==> src/rtl/ram_arbiter_if.sv <==
// ram_arbiter_if
// Bundles the signals between two requesters, the arbiter and one RAM port.
//   m0_* / m1_*  : request, access type (0 = write, 1 = read), word address,
//                  write data, ack pulse, out-of-range flag and read data.
//   ram_*        : address, access type and write data towards the RAM, and
//                  combinational read data coming back from it.
// Modports:
//   slave  - the arbiter: takes requests and RAM read data, drives the rest.
//   master - the surroundings (requesters plus RAM): the mirror image.
interface ram_arbiter_if;
  logic        m0_req;
  logic        m1_req;
  logic        m0_w_r;
  logic        m1_w_r;
  logic [31:0] m0_addr;
  logic [31:0] m1_addr;
  logic [31:0] m0_wr_data;
  logic [31:0] m1_wr_data;
  logic        m0_ack;
  logic        m1_ack;
  logic        m0_err;
  logic        m1_err;
  logic [31:0] m0_rd_data;
  logic [31:0] m1_rd_data;
  logic [31:0] ram_addr;
  logic        ram_w_r;
  logic [31:0] ram_wr_data;
  logic [31:0] ram_rd_data;

  modport slave (
    input  m0_req, m1_req, m0_w_r, m1_w_r, m0_addr, m1_addr,
    input  m0_wr_data, m1_wr_data, ram_rd_data,
    output m0_ack, m1_ack, m0_err, m1_err, m0_rd_data, m1_rd_data,
    output ram_addr, ram_w_r, ram_wr_data
  );

  modport master (
    output m0_req, m1_req, m0_w_r, m1_w_r, m0_addr, m1_addr,
    output m0_wr_data, m1_wr_data, ram_rd_data,
    input  m0_ack, m1_ack, m0_err, m1_err, m0_rd_data, m1_rd_data,
    input  ram_addr, ram_w_r, ram_wr_data
  );
endinterface

==> src/rtl/ram_arbiter.sv <==
// ram_arbiter
// Shares one single-port RAM between two requesters. Every access takes a
// fixed three-cycle walk IDLE -> ACCESS -> DONE: the request is latched in
// IDLE, driven onto the RAM for exactly one cycle in ACCESS (read data is
// registered at the end of it), and acknowledged with a one-cycle pulse in
// DONE. Addresses above 99 are not forwarded to the RAM and complete with
// err = 1 and rd_data = 0.
// Ports:
//   clk - system clock, rising edge
//   rst - synchronous active-high reset
//   bus - ram_arbiter_if.slave (requester and RAM signals)
// Configuration:
//   ARB_ROUND_ROBIN_EN defined   - ties go to the requester that was not
//                                  granted last (last_grant resets to 1, so
//                                  requester 0 wins the first tie).
//   ARB_ROUND_ROBIN_EN undefined - fixed priority, requester 0 wins ties.
module ram_arbiter (
  input  logic         clk,
  input  logic         rst,
  ram_arbiter_if.slave bus
);

  localparam logic [1:0]  IDLE     = 2'd0;
  localparam logic [1:0]  ACCESS   = 2'd1;
  localparam logic [1:0]  DONE     = 2'd2;
  localparam logic [31:0] ADDR_MAX = 32'h0000_0063;

  logic [1:0]  state_reg;
  logic        id_reg;
  logic        w_r_reg;
  logic        in_range_reg;
  logic [31:0] addr_reg;
  logic [31:0] wr_data_reg;

  logic [1:0]  ack_reg;
  logic [1:0]  err_reg;
  logic [31:0] rd_data_reg [2];

  logic        any_req;
  logic        grant_id;
  logic        sel_w_r;
  logic [31:0] sel_addr;
  logic [31:0] sel_wr_data;
  logic        access_ok;
  logic [1:0]  served;

`ifdef ARB_ROUND_ROBIN_EN
  logic last_grant_reg;
`endif

  assign any_req = bus.m0_req | bus.m1_req;

  // A lone request always wins; only a tie looks at the policy.
  always_comb begin
    grant_id = ~bus.m0_req;
`ifdef ARB_ROUND_ROBIN_EN
    if (bus.m0_req && bus.m1_req) begin
      grant_id = ~last_grant_reg;
    end
`endif
  end

  assign sel_w_r     = grant_id ? bus.m1_w_r     : bus.m0_w_r;
  assign sel_addr    = grant_id ? bus.m1_addr    : bus.m0_addr;
  assign sel_wr_data = grant_id ? bus.m1_wr_data : bus.m0_wr_data;

`ifdef ARB_ROUND_ROBIN_EN
  always_ff @(posedge clk) begin
    if (rst) begin
      last_grant_reg <= 1'b1;
    end else if (state_reg == IDLE && any_req) begin
      last_grant_reg <= grant_id;
    end
  end
`endif

  always_ff @(posedge clk) begin
    if (rst) begin
      state_reg    <= IDLE;
      id_reg       <= 1'b0;
      w_r_reg      <= 1'b1;
      in_range_reg <= 1'b0;
      addr_reg     <= 32'h0;
      wr_data_reg  <= 32'h0;
    end else begin
      case (state_reg)
        IDLE: begin
          if (any_req) begin
            id_reg       <= grant_id;
            w_r_reg      <= sel_w_r;
            in_range_reg <= (sel_addr <= ADDR_MAX);
            addr_reg     <= sel_addr;
            wr_data_reg  <= sel_wr_data;
            state_reg    <= ACCESS;
          end
        end
        ACCESS:  state_reg <= DONE;
        DONE:    state_reg <= IDLE;  // requests are not looked at here
        default: state_reg <= IDLE;
      endcase
    end
  end

  // The RAM only sees a real access during ACCESS and only for a valid
  // address; everywhere else it sees a harmless read of word 0. Because this
  // is decoded from the state register, a reset during ACCESS drops the RAM
  // back to read in the very next cycle.
  assign access_ok       = (state_reg == ACCESS) && in_range_reg;
  assign bus.ram_addr    = access_ok ? addr_reg    : 32'h0;
  assign bus.ram_w_r     = access_ok ? w_r_reg     : 1'b1;
  assign bus.ram_wr_data = access_ok ? wr_data_reg : 32'h0;

  // served[i]: requester i owns the access that ends at this clock edge.
  for (genvar gi = 0; gi < 2; gi++) begin : g_served
    assign served[gi] = (state_reg == ACCESS) && (id_reg == 1'(gi));
  end

  // Ack and err are registered at the end of ACCESS so they line up with
  // DONE; they drop again after one cycle since ACCESS never lasts longer.
  always_ff @(posedge clk) begin
    if (rst) begin
      ack_reg <= 2'b00;
      err_reg <= 2'b00;
      for (int i = 0; i < 2; i++) begin
        rd_data_reg[i] <= 32'h0;
      end
    end else begin
      ack_reg <= served;
      err_reg <= served & {2{~in_range_reg}};
      for (int i = 0; i < 2; i++) begin
        if (served[i]) begin
          if (!in_range_reg) begin
            rd_data_reg[i] <= 32'h0;
          end else if (w_r_reg) begin
            rd_data_reg[i] <= bus.ram_rd_data;
          end
        end
      end
    end
  end

  assign bus.m0_ack     = ack_reg[0];
  assign bus.m1_ack     = ack_reg[1];
  assign bus.m0_err     = err_reg[0];
  assign bus.m1_err     = err_reg[1];
  assign bus.m0_rd_data = rd_data_reg[0];
  assign bus.m1_rd_data = rd_data_reg[1];

endmodule

==> src/flat_wrapper.sv <==
// flat-port wrapper written by rule: the top's interface ports become plain ports
module ram_arbiter_flat 
  (clk, rst, bus_m0_req, bus_m1_req, bus_m0_w_r, bus_m1_w_r, bus_m0_addr, bus_m1_addr, bus_m0_wr_data, bus_m1_wr_data, bus_ram_rd_data, bus_m0_ack, bus_m1_ack, bus_m0_err, bus_m1_err, bus_m0_rd_data, bus_m1_rd_data, bus_ram_addr, bus_ram_w_r, bus_ram_wr_data);
  ram_arbiter_if bus_i ();
  input  logic clk;
  input  logic rst;
  input wire logic [$bits(bus_i.m0_req)-1:0] bus_m0_req;
  input wire logic [$bits(bus_i.m1_req)-1:0] bus_m1_req;
  input wire logic [$bits(bus_i.m0_w_r)-1:0] bus_m0_w_r;
  input wire logic [$bits(bus_i.m1_w_r)-1:0] bus_m1_w_r;
  input wire logic [$bits(bus_i.m0_addr)-1:0] bus_m0_addr;
  input wire logic [$bits(bus_i.m1_addr)-1:0] bus_m1_addr;
  input wire logic [$bits(bus_i.m0_wr_data)-1:0] bus_m0_wr_data;
  input wire logic [$bits(bus_i.m1_wr_data)-1:0] bus_m1_wr_data;
  input wire logic [$bits(bus_i.ram_rd_data)-1:0] bus_ram_rd_data;
  output wire logic [$bits(bus_i.m0_ack)-1:0] bus_m0_ack;
  output wire logic [$bits(bus_i.m1_ack)-1:0] bus_m1_ack;
  output wire logic [$bits(bus_i.m0_err)-1:0] bus_m0_err;
  output wire logic [$bits(bus_i.m1_err)-1:0] bus_m1_err;
  output wire logic [$bits(bus_i.m0_rd_data)-1:0] bus_m0_rd_data;
  output wire logic [$bits(bus_i.m1_rd_data)-1:0] bus_m1_rd_data;
  output wire logic [$bits(bus_i.ram_addr)-1:0] bus_ram_addr;
  output wire logic [$bits(bus_i.ram_w_r)-1:0] bus_ram_w_r;
  output wire logic [$bits(bus_i.ram_wr_data)-1:0] bus_ram_wr_data;
  assign bus_i.m0_req = bus_m0_req;
  assign bus_i.m1_req = bus_m1_req;
  assign bus_i.m0_w_r = bus_m0_w_r;
  assign bus_i.m1_w_r = bus_m1_w_r;
  assign bus_i.m0_addr = bus_m0_addr;
  assign bus_i.m1_addr = bus_m1_addr;
  assign bus_i.m0_wr_data = bus_m0_wr_data;
  assign bus_i.m1_wr_data = bus_m1_wr_data;
  assign bus_i.ram_rd_data = bus_ram_rd_data;
  assign bus_m0_ack = bus_i.m0_ack;
  assign bus_m1_ack = bus_i.m1_ack;
  assign bus_m0_err = bus_i.m0_err;
  assign bus_m1_err = bus_i.m1_err;
  assign bus_m0_rd_data = bus_i.m0_rd_data;
  assign bus_m1_rd_data = bus_i.m1_rd_data;
  assign bus_ram_addr = bus_i.ram_addr;
  assign bus_ram_w_r = bus_i.ram_w_r;
  assign bus_ram_wr_data = bus_i.ram_wr_data;
  ram_arbiter u_core (.clk(clk), .rst(rst), .bus(bus_i));
endmodule
==> config.mk <==
export PLATFORM = sky130hd
export DESIGN_NAME = ram_arbiter_flat
export DESIGN_NICKNAME = d
export VERILOG_FILES = /design/src/rtl/ram_arbiter_if.sv /design/src/rtl/ram_arbiter.sv /design/src/flat_wrapper.sv
export SDC_FILE = /design/constraint.sdc
export NUM_CORES = 1
export LEC_CHECK = 0
export CAP_MARGIN = 30
export CORE_ASPECT_RATIO = 0.6
export CORE_UTILIZATION = 40
export CTS_BUF_LIST = sky130_fd_sc_hd__clkbuf_16
export CTS_CLUSTER_DIAMETER = 200
export DETAILED_ROUTE_END_ITERATION = 8
export PLACE_DENSITY = 0.83
export SLEW_MARGIN = 20
export SYNTH_ARGS = -nofsm -noshare
export SYNTH_HDL_FRONTEND = slang
export SYNTH_SLANG_ARGS = --single-unit
==> constraint.sdc <==
create_clock -name clk -period 5.4 [get_ports clk]
set_clock_uncertainty 0.1 [all_clocks]
set_input_delay 0.81 -clock clk [delete_from_list [all_inputs] [get_ports clk]]
set_output_delay 0.81 -clock clk [all_outputs]
set_load 0.005 [all_outputs]
==> results of run 1 <==
==> worst reg2reg max path, cell delays in order, from the launching register on <==
cell,delay (ns)
dfxtp_1,0.40
nor3b_2,0.26
nand2b_1,0.13
inv_1,0.10
a21o_1,0.62
buf_4,0.39
==> routing by layer <==
| layer | GRT usage (%) | routed length, um |
|---|---|---|
| met1 | 28.0 | 7600 |
| met2 | 38.8 | 8930 |
| met3 | 5.89 | 1340 |
| met4 | 6.31 | 228 |
| met5 | 0 | 0 |
==> layout make-up <==
cell class	count	area, sq um	share of cell area (%)
sequential	137	3380	34.6
clock buffer	17	425	4.35
timing repair buffer	306	3070	31.3
inverter	2	7.51	0.0767
tap	198	248	2.53
multi-input combinational	371	2500	25.6
clock inverter	15	153	1.56
==> cells by family (layout without fill, tap and decap cells) <==
kind of cell,count (synthesis),in the layout
buffers and inverters,45,340
DFF,137,137
muxes,66,66
AOI/OAI and AO/OA,74,74
and+or+nand+nor,231,231
==> how the worst max path moves through the flow <==
stage / startpoint / to / slack, ns / depth (start not counted)
5_1_grt: u_core.in_range_reg / bus_ram_addr[2] / 1.96 / 4
2_1_floorplan: rst / u_core.rd_data_reg[1][0] / 2.88 / 5
4_1_cts: u_core.in_range_reg / bus_ram_addr[2] / 1.89 / 3
6_report: u_core.in_range_reg / bus_ram_addr[2] / 2.09 / 4
3_3_place_gp: bus_m0_req / u_core.in_range_reg / 2.30 / 6
3_5_place_dp: bus_m0_req / u_core.in_range_reg / 2.27 / 6
==> placed cells by master (no fill, tap or decap), drive strengths merged, types with 2 or more instances in the layout <==
cell type      synthesis  layout
edfxtp                64      64
a211oi                65      65
a21o                   3       3
clkbuf                26      17
nor2                  75      75
nand2                  3       3
buf                   17      10
nor3                   2       2
mux2i                 66      66
inv                    2      10
clkinvlp               0       2
nor3b                  2       2
o21ai                  2       2
dfxtp                 73      73
nor4                  10      10
clkdlybuf4s50          0     296
and2                 128     128
nand4                  2       2
clkinv                 0       4
nand2b                 3       3
==> where the power goes <==
group	switching (uW)	internal [uW]	leakage, uW	total (uW)
registers	35.1	1170	0.00127	1200
clock network	481	652	0.000279	1130
logic	164	216	0.00226	379
total	679	2030	0.00381	2710
==> through the flow <==
| step | area [sq um] | instances | hold WS (ns) | setup WS, ns |
|---|---|---|---|---|
| after floorplan | 6100 | 553 | 0.341 | 2.88 |
| after global placement | 9180 | 1013 | 0.381 | 2.30 |
| after detailed placement | 9180 | 1013 | 0.389 | 2.27 |
| after CTS | 9760 | 1045 | 0.395 | 1.89 |
| after global routing | 9790 | 1046 | 0.415 | 1.96 |
| final | 9790 | 1046 | 0.394 | 2.09 |
==> out/qor.txt, run 1 <==
GRT Total Usage -> 22.6%
setup tns final -> 0 ns
CTS sink count -> 137
I/O Buffers -> 298
largest family of logic cells by synthesized area -> simple AND/OR/NAND/NOR gates
core area -> 14700 sq um
num rows -> 34
Worst setup SP type -> flip-flop
setup repair after global routing missed its margin -> false
# diodes -> 0
Worst EP arrival -> 2.40 ns
cts hold-fix bufs -> 0
Critical Path, Cell by Cell -> and3b_2 -> buf_16 -> and2_1 -> clkdlybuf4s50_1
Final GP Congestion -> 0.933
Synth Net Count -> 719
multiplexer share of the synthesized area -> 10.8%
status -> finished clean
Clock Path Buffers -> 2
Seq cells post-synth -> 137
Worst VDD drop -> 0.162 mV
chip height -> 97.7 um
max cap viols -> 0
FMAX -> 0.302 GHz
Iter 0 DRT Violations -> 189
Adder-Cell Fraction of Synth Area -> 0%
Reg2Reg Setup Slack -> 3.09 ns
vias in the first global route -> 5242
Die Wd -> 161 um
Post-synth EDFFs -> 64
grt total ovfl -> 0
HP Class -> flip-flop to flip-flop
reg2reg start -> u_core.state_reg[0]
via count -> 5186
hold wc startpoint -> u_core.addr_reg[5]
async set or reset register ratio after synthesis -> 0%
post-DP HPWL -> 13400 um
reg2reg end -> u_core.rd_data_reg[0][6]
max reg flops -> 64
Hold Crit Depth -> 2
Slew headroom -> 44.8%
final worst-path cycle share -> 61.4%
xor and xnor area share after synthesis -> 0%
largest net degree at the start of global routing -> 113
ys flop type -> dfxtp_1
Crit Path Max Fanout -> 34
# resized after CTS -> 0
Synth area leaders -> edfxtp_1, dfxtp_1, and2_1
TritonCTS Buffers -> 17
Final Hold Vio Count -> 0
initial antenna violation count -> 0
Distinct cells, synth -> 33
layout cells sized above 1 -> 5.31%
drt wl/cell -> 17.3 um
cell taking the most area after synthesis -> edfxtp_1
Synthesis Warnings -> 0
worst slew pin tran -> 0.826 ns
final wirelength -> 18100 um
DRC Markers -> 0
slowest CP cell -> and3b_2
LEAKAGE -> 0.00381 uW
Setup-failing EPs final -> 0
clock transition at the registers of the reported paths -> 0.06 ns
hold endpoint -> u_core.addr_reg[5]
TritonCTS clock tree -> yes
synthesized instance count -> 553
post-synthesis compound-gate area fraction -> 9.19%
Worst Reg2Reg Path Length in Cells -> 5
Synth top area share -> 31.5%
most common cell in the synthesized netlist -> and2_1
first-pass GRT wire length -> 27500 um
starting density of the core -> 41.6%
clock root cell -> clkbuf_16
Post-CTS Setup Bufs -> 0
Crit. End Element -> output port
Seq/Total Area, Yosys -> 55.5%
die area -> 15800 sq um
DR vias/cell -> 4.96
Commonest cells post-synth -> and2_1, nor2_1, dfxtp_1, mux2i_1, a211oi_1
I/O pins -> 299
CP bufs+invs -> 2
Post-Synth Simple-Gate Area -> 20.9%
CP Class -> flip-flop to output port
worst skew pair latency -> 0.39 ns
final antenna-violating net count -> 0
htree depth -> 4
Design Power -> 2710 uW
fin util -> 66.7%
family with the most delay on the worst path -> buffers and inverters
Final min period -> 3.31 ns
final slew viol count -> 0
Post-Syn Area -> 6100 sq um
synthesis-to-finish area growth -> 60.4%
Layout Nets -> 1001
# fillers -> 1139
Mapped Avg Cell Area -> 11.0 sq um
worst path required time -> 4.49 ns
P per Cell Area -> 277 nW/um^2
DRT Pass-1 Iters -> 6
crit-path max cell delay -> 0.60 ns
(Power assumes the default switching activity.)
==> inputs of run 2 (changes only) <==
==> constraint.sdc (replaced) <==
create_clock -name clk -period 3.1 [get_ports clk]
set_clock_uncertainty 0.1 [all_clocks]
set_input_delay 0.465 -clock clk [delete_from_list [all_inputs] [get_ports clk]]
set_output_delay 0.465 -clock clk [all_outputs]
set_load 0.005 [all_outputs]
==> run 2 against run 1 <==
  * Non-clock buffer count increased by 2
  * First-iteration DRC count increased by 16%
  * Global-route usage increased by 0.97 points
  * Critical endpoint is now bus_ram_addr[22]
  * Sequential power increased by 75%
  * Register-to-register slack got worse by 1.9 ns
  * Largest cell class unchanged
  * Clock-buffer cell count unchanged
  * Sequential cell count unchanged
  * Critical path type unchanged
  * Setup slack got worse by 1.9 ns
  * Via count increased by 0.33%
  * Power increased by 82%
  * Largest power group is now clock
==> out/qor.txt, run 2 (synthesized netlist as in run 1, its figures left out) <==
status -> finished clean
most frequent cells in the layout -> clkdlybuf4s50_1, and2_1, nor2_1
crit-path max cell delay -> 0.52 ns
worst slack at placement -> 0.609 ns
DR vias/cell -> 4.96
final antenna-violating net count -> 0
num rows -> 34
largest net degree at the start of global routing -> 119
Flop pwr share -> 42.6%
Post-CTS Setup Bufs -> 0
Iter 0 DRT Violations -> 219
final worst-path setup slack -> 0.200 ns
setup tns final -> 0 ns
cell area after layout -> 9840 sq um
setup repair after global routing missed its margin -> false
Worst setup SP type -> flip-flop
Final Hold Vio Count -> 0
worst slew pin tran -> 0.642 ns
Crit. End Element -> output port
Placed Area -> 9200 sq um
grt total ovfl -> 0
layout cells sized above 1 -> 5.65%
cts hold-fix bufs -> 0
DRC Markers -> 0
chip height -> 97.7 um
slowest CP cell -> clkdlybuf4s50_1
GRT Total Usage -> 23.6%
HP Class -> input pin to flip-flop
CTS sink count -> 137
P per Cell Area -> 502 nW/um^2
DRT Pass-1 Iters -> 4
worst path required time -> 2.53 ns
FMAX -> 0.345 GHz
max cap viols -> 0
Comb power frac -> 13.5%
Setup-failing EPs final -> 0
Crit Path Max Fanout -> 59
final worst-path cycle share -> 93.6%
drt wl/cell -> 17.7 um
via count -> 5203
Slew headroom -> 57.2%
Clk pwr share -> 43.9%
clock root cell -> clkbuf_16
# fillers -> 1104
fin util -> 67.0%
Worst VDD drop -> 0.327 mV
synthesis-to-finish area growth -> 61.3%
starting density of the core -> 41.6%
commonest non-fill, non-tap cell in the layout -> clkdlybuf4s50_1
max reg flops -> 64
clock transition at the registers of the reported paths -> 0.06 ns
worst skew pair latency -> 0.40 ns
core area -> 14700 sq um
Die Wd -> 161 um
LEAKAGE -> 0.00385 uW
TritonCTS clock tree -> yes
Worst EP arrival -> 2.34 ns
Layout Nets -> 1003
# resized after CTS -> 0
TritonCTS Buffers -> 17
# diodes -> 0
htree depth -> 4
Final min period -> 2.90 ns
vias in the first global route -> 5315
Cell Int Power -> 3780 uW
final slew viol count -> 0
CP Class -> flip-flop to output port
I/O pins -> 299
CP bufs+invs -> 2
die area -> 15800 sq um
Clock Path Buffers -> 2
initial antenna violation count -> 0
final wirelength -> 18500 um
worst hold margin -> 0.313 ns
family with the most delay on the worst path -> buffers and inverters
I/O Buffers -> 298
first-pass GRT wire length -> 28500 um
Net Sw Frac -> 23.4%
post-DP HPWL -> 13500 um
Final GP Congestion -> 0.907
net switching power -> 1150 uW
Critical Path, Cell by Cell -> and3b_2 -> buf_4 -> and2_1 -> clkdlybuf4s50_1
run 2: cell count changes in the layout (fill, tap and decap cells not counted), sizes merged:
cell	change
inv	-1
clkinvlp	-2
bufinv	+3
buf	+2
run 2: area by class of cell:
cell class / count / area (sq um) / area share [%]
clock buffers: 17 / 425 / 4.32
clock inverters: 15 / 210 / 2.14
inverters: 2 / 7.51 / 0.0763
multi-input cells: 371 / 2500 / 25.4
flip-flops and latches: 137 / 3380 / 34.4
well taps: 198 / 248 / 2.52
repair buffers: 308 / 3060 / 31.1
run 2: through the flow:
stage | power [uW] | std cells
final | 4930 | 1048
after detailed placement | 2800 | 1016
after global routing | 5130 | 1048
after CTS | 4980 | 1048
after global placement | 2770 | 1016
after floorplan | 2410 | 553
run 2: worst paths after layout:
path	slack, ns	endpoint	startpoint	depth (start not counted)
worst max-delay path	0.20	bus_ram_addr[22]	u_core.in_range_reg	4
worst max register to register	1.20	u_core.rd_data_reg[1][13]	u_core.state_reg[0]	5
worst min-delay path	0.31	u_core.state_reg[0]	rst	2
worst min register to register	0.39	u_core.addr_reg[9]	u_core.addr_reg[9]	2
run 2: worst register-to-register path: stages, from the launching register on:
cell and delay [ns]:
dfxtp_1 0.40, nor3b_2 0.26, nand2_1 0.14, inv_1 0.10, a21o_1 0.13, buf_4 0.41
run 2: power groups by stage:
| stage | combinational (uW) | sequential [uW] | clock [uW] |
|---|---|---|---|
| global placement | 643 | 2130 | 0 |
| detailed placement | 667 | 2140 | 0 |
| global route | 719 | 2110 | 2290 |
| CTS | 670 | 2100 | 2210 |
| floorplan | 287 | 2120 | 0 |
| finish | 666 | 2100 | 2170 |
run 2: per-layer routing:
layer  vias up  wire (um)  GRT usage (%)
met1      2454       7870           28.8
met4         0        211           6.60
met5         -          0              0
met2       196       9290           41.2
met3        14       1180           5.85
li1       2539          -              -
==> inputs of run 3 (changes only) <==
--- a/config.mk
+++ b/config.mk
@@ -7,12 +7,15 @@
 export LEC_CHECK = 0
 export CAP_MARGIN = 30
 export CORE_ASPECT_RATIO = 0.6
+export CORE_MARGIN = 2
 export CORE_UTILIZATION = 40
 export CTS_BUF_LIST = sky130_fd_sc_hd__clkbuf_16
 export CTS_CLUSTER_DIAMETER = 200
 export DETAILED_ROUTE_END_ITERATION = 8
 export PLACE_DENSITY = 0.83
+export RECOVER_POWER = 25
 export SLEW_MARGIN = 20
 export SYNTH_ARGS = -nofsm -noshare
 export SYNTH_HDL_FRONTEND = slang
 export SYNTH_SLANG_ARGS = --single-unit
+export TNS_END_PERCENT = 10
==> run 3 against run 2 <==
  * Critical endpoint is now bus_ram_wr_data[18]
  * Largest power group is now registers
  * Setup slack better by 0.084 ns
  * Clock-buffer cell count unchanged
  * Maximum frequency up 3.0%
  * Cell count about the same
  * Sequential power about the same
  * First-iteration DRC count up 13%
  * Power down 1.5%
  * Worst hold slack worse by 0.11 ns
  * Utilization down 0.13 points
==> out/qor.txt, run 3 (synthesized netlist as in run 1, its figures left out) <==
Final min period -> 2.82 ns
setup tns final -> 0 ns
Die Wd -> 163 um
die area -> 16300 sq um
TritonCTS clock tree -> yes
final wirelength -> 18500 um
Post-CTS Setup Bufs -> 0
commonest non-fill, non-tap cell in the layout -> clkdlybuf4s50_1
Worst setup SP type -> flip-flop
layout cells sized above 1 -> 5.29%
clock root cell -> clkbuf_16
worst slew pin tran -> 1.29 ns
max cap viols -> 0
Setup-failing EPs final -> 0
final antenna-violating net count -> 0
fin util -> 66.9%
status -> finished clean
LEAKAGE -> 0.00381 uW
vias in the first global route -> 5327
CP Class -> flip-flop to output port
HP Class -> input pin to flip-flop
I/O pins -> 299
Layout Nets -> 1004
cell area after layout -> 9820 sq um
most frequent cells in the layout -> clkdlybuf4s50_1, and2_1, nor2_1
synthesis-to-finish area growth -> 61.0%
DRT Pass-1 Iters -> 4
# resized after CTS -> 0
Crit Path Max Fanout -> 62
via count -> 5228
TritonCTS Buffers -> 17
core area -> 14700 sq um
Slew headroom -> 13.8%
FMAX -> 0.355 GHz
Placed Area -> 9220 sq um
post-DP HPWL -> 13700 um
Post-Layout Cell Count -> 1049
cts hold-fix bufs -> 0
Worst EP arrival -> 2.25 ns
Crit. End Element -> output port
clock transition at the registers of the reported paths -> 0.06 ns
P per Cell Area -> 495 nW/um^2
Final Hold Vio Count -> 0
CTS sink count -> 137
final slew viol count -> 0
Worst VDD drop -> 0.396 mV
worst path required time -> 2.53 ns
DR vias/cell -> 4.98
Clock Path Buffers -> 2
I/O Buffers -> 298
largest net degree at the start of global routing -> 64
first-pass GRT wire length -> 27900 um
worst hold margin -> 0.202 ns
setup repair after global routing missed its margin -> false
num rows -> 34
max reg flops -> 64
drt wl/cell -> 17.6 um
starting density of the core -> 41.6%
Iter 0 DRT Violations -> 247
# diodes -> 0
DRC Markers -> 0
worst skew pair latency -> 0.40 ns
Placed Cells -> 1017
final worst-path cycle share -> 90.9%
Final GP Congestion -> 0.900
chip height -> 99.7 um
GRT Total Usage -> 22.5%
htree depth -> 4
grt total ovfl -> 0
initial antenna violation count -> 0
[run 3: cell types whose count changed in the layout (fill, tap and decap cells not counted), sizes merged, moves of 3 or more]
cell,before,now
clkinv,4,0
dlygate4sd3,0,9
clkinvlp,0,3
buf,12,9
clkbuf,17,21
clkdlybuf4s50,296,287
[run 3: area by class of cell]
class / count / area (sq um)
Clock inverter: 15 / 189
Inverter: 2 / 7.51
Sequential cell: 137 / 3380
Clock buffer: 17 / 425
Tap cell: 198 / 248
Multi-Input combinational cell: 371 / 2500
Fill cell: 1095 / 4860
Timing Repair Buffer: 309 / 3070
[run 3: power breakdown]
group | internal, uW | switching, uW
logic | 381 | 287
clock network | 1290 | 805
registers | 2030 | 67.9
total | 3700 | 1160
[run 3: stage by stage]
| stage | power [uW] | setup WS [ns] |
|---|---|---|
| 2_1_floorplan | 2410 | 0.926 |
| 3_3_place_gp | 2780 | 0.762 |
| 3_5_place_dp | 2810 | 0.685 |
| 4_1_cts | 4910 | 0.244 |
| 5_1_grt | 5050 | 0.156 |
| 6_report | 4860 | 0.284 |
[run 3: worst max-delay path, stage by stage (launching register included)]
cell             delay [ns]
dfxtp_1                0.42
and3b_2                0.25
buf_4                  0.43
and2_1                 0.22
clkdlybuf4s50_1        0.50
[run 3: worst paths after layout]
| path | start | end | slack (ns) | cells after the start |
|---|---|---|---|---|
| max | u_core.in_range_reg | bus_ram_wr_data[18] | 0.28 | 4 |
| min | rst | u_core.state_reg[1] | 0.20 | 2 |
| max reg2reg | u_core.state_reg[0] | u_core.rd_data_reg[1][1] | 0.62 | 5 |
| min reg2reg | u_core.addr_reg[18] | u_core.addr_reg[18] | 0.39 | 2 |
[run 3: metal layers]
layer / track usage (%) / vias to the layer above / routed length [um]
li1: - / 2540 / -
met1: 27.3 / 2458 / 7530
met2: 38.3 / 195 / 9030
met3: 5.71 / 35 / 1470
met4: 9.19 / 0 / 453
met5: 0 / - / 0
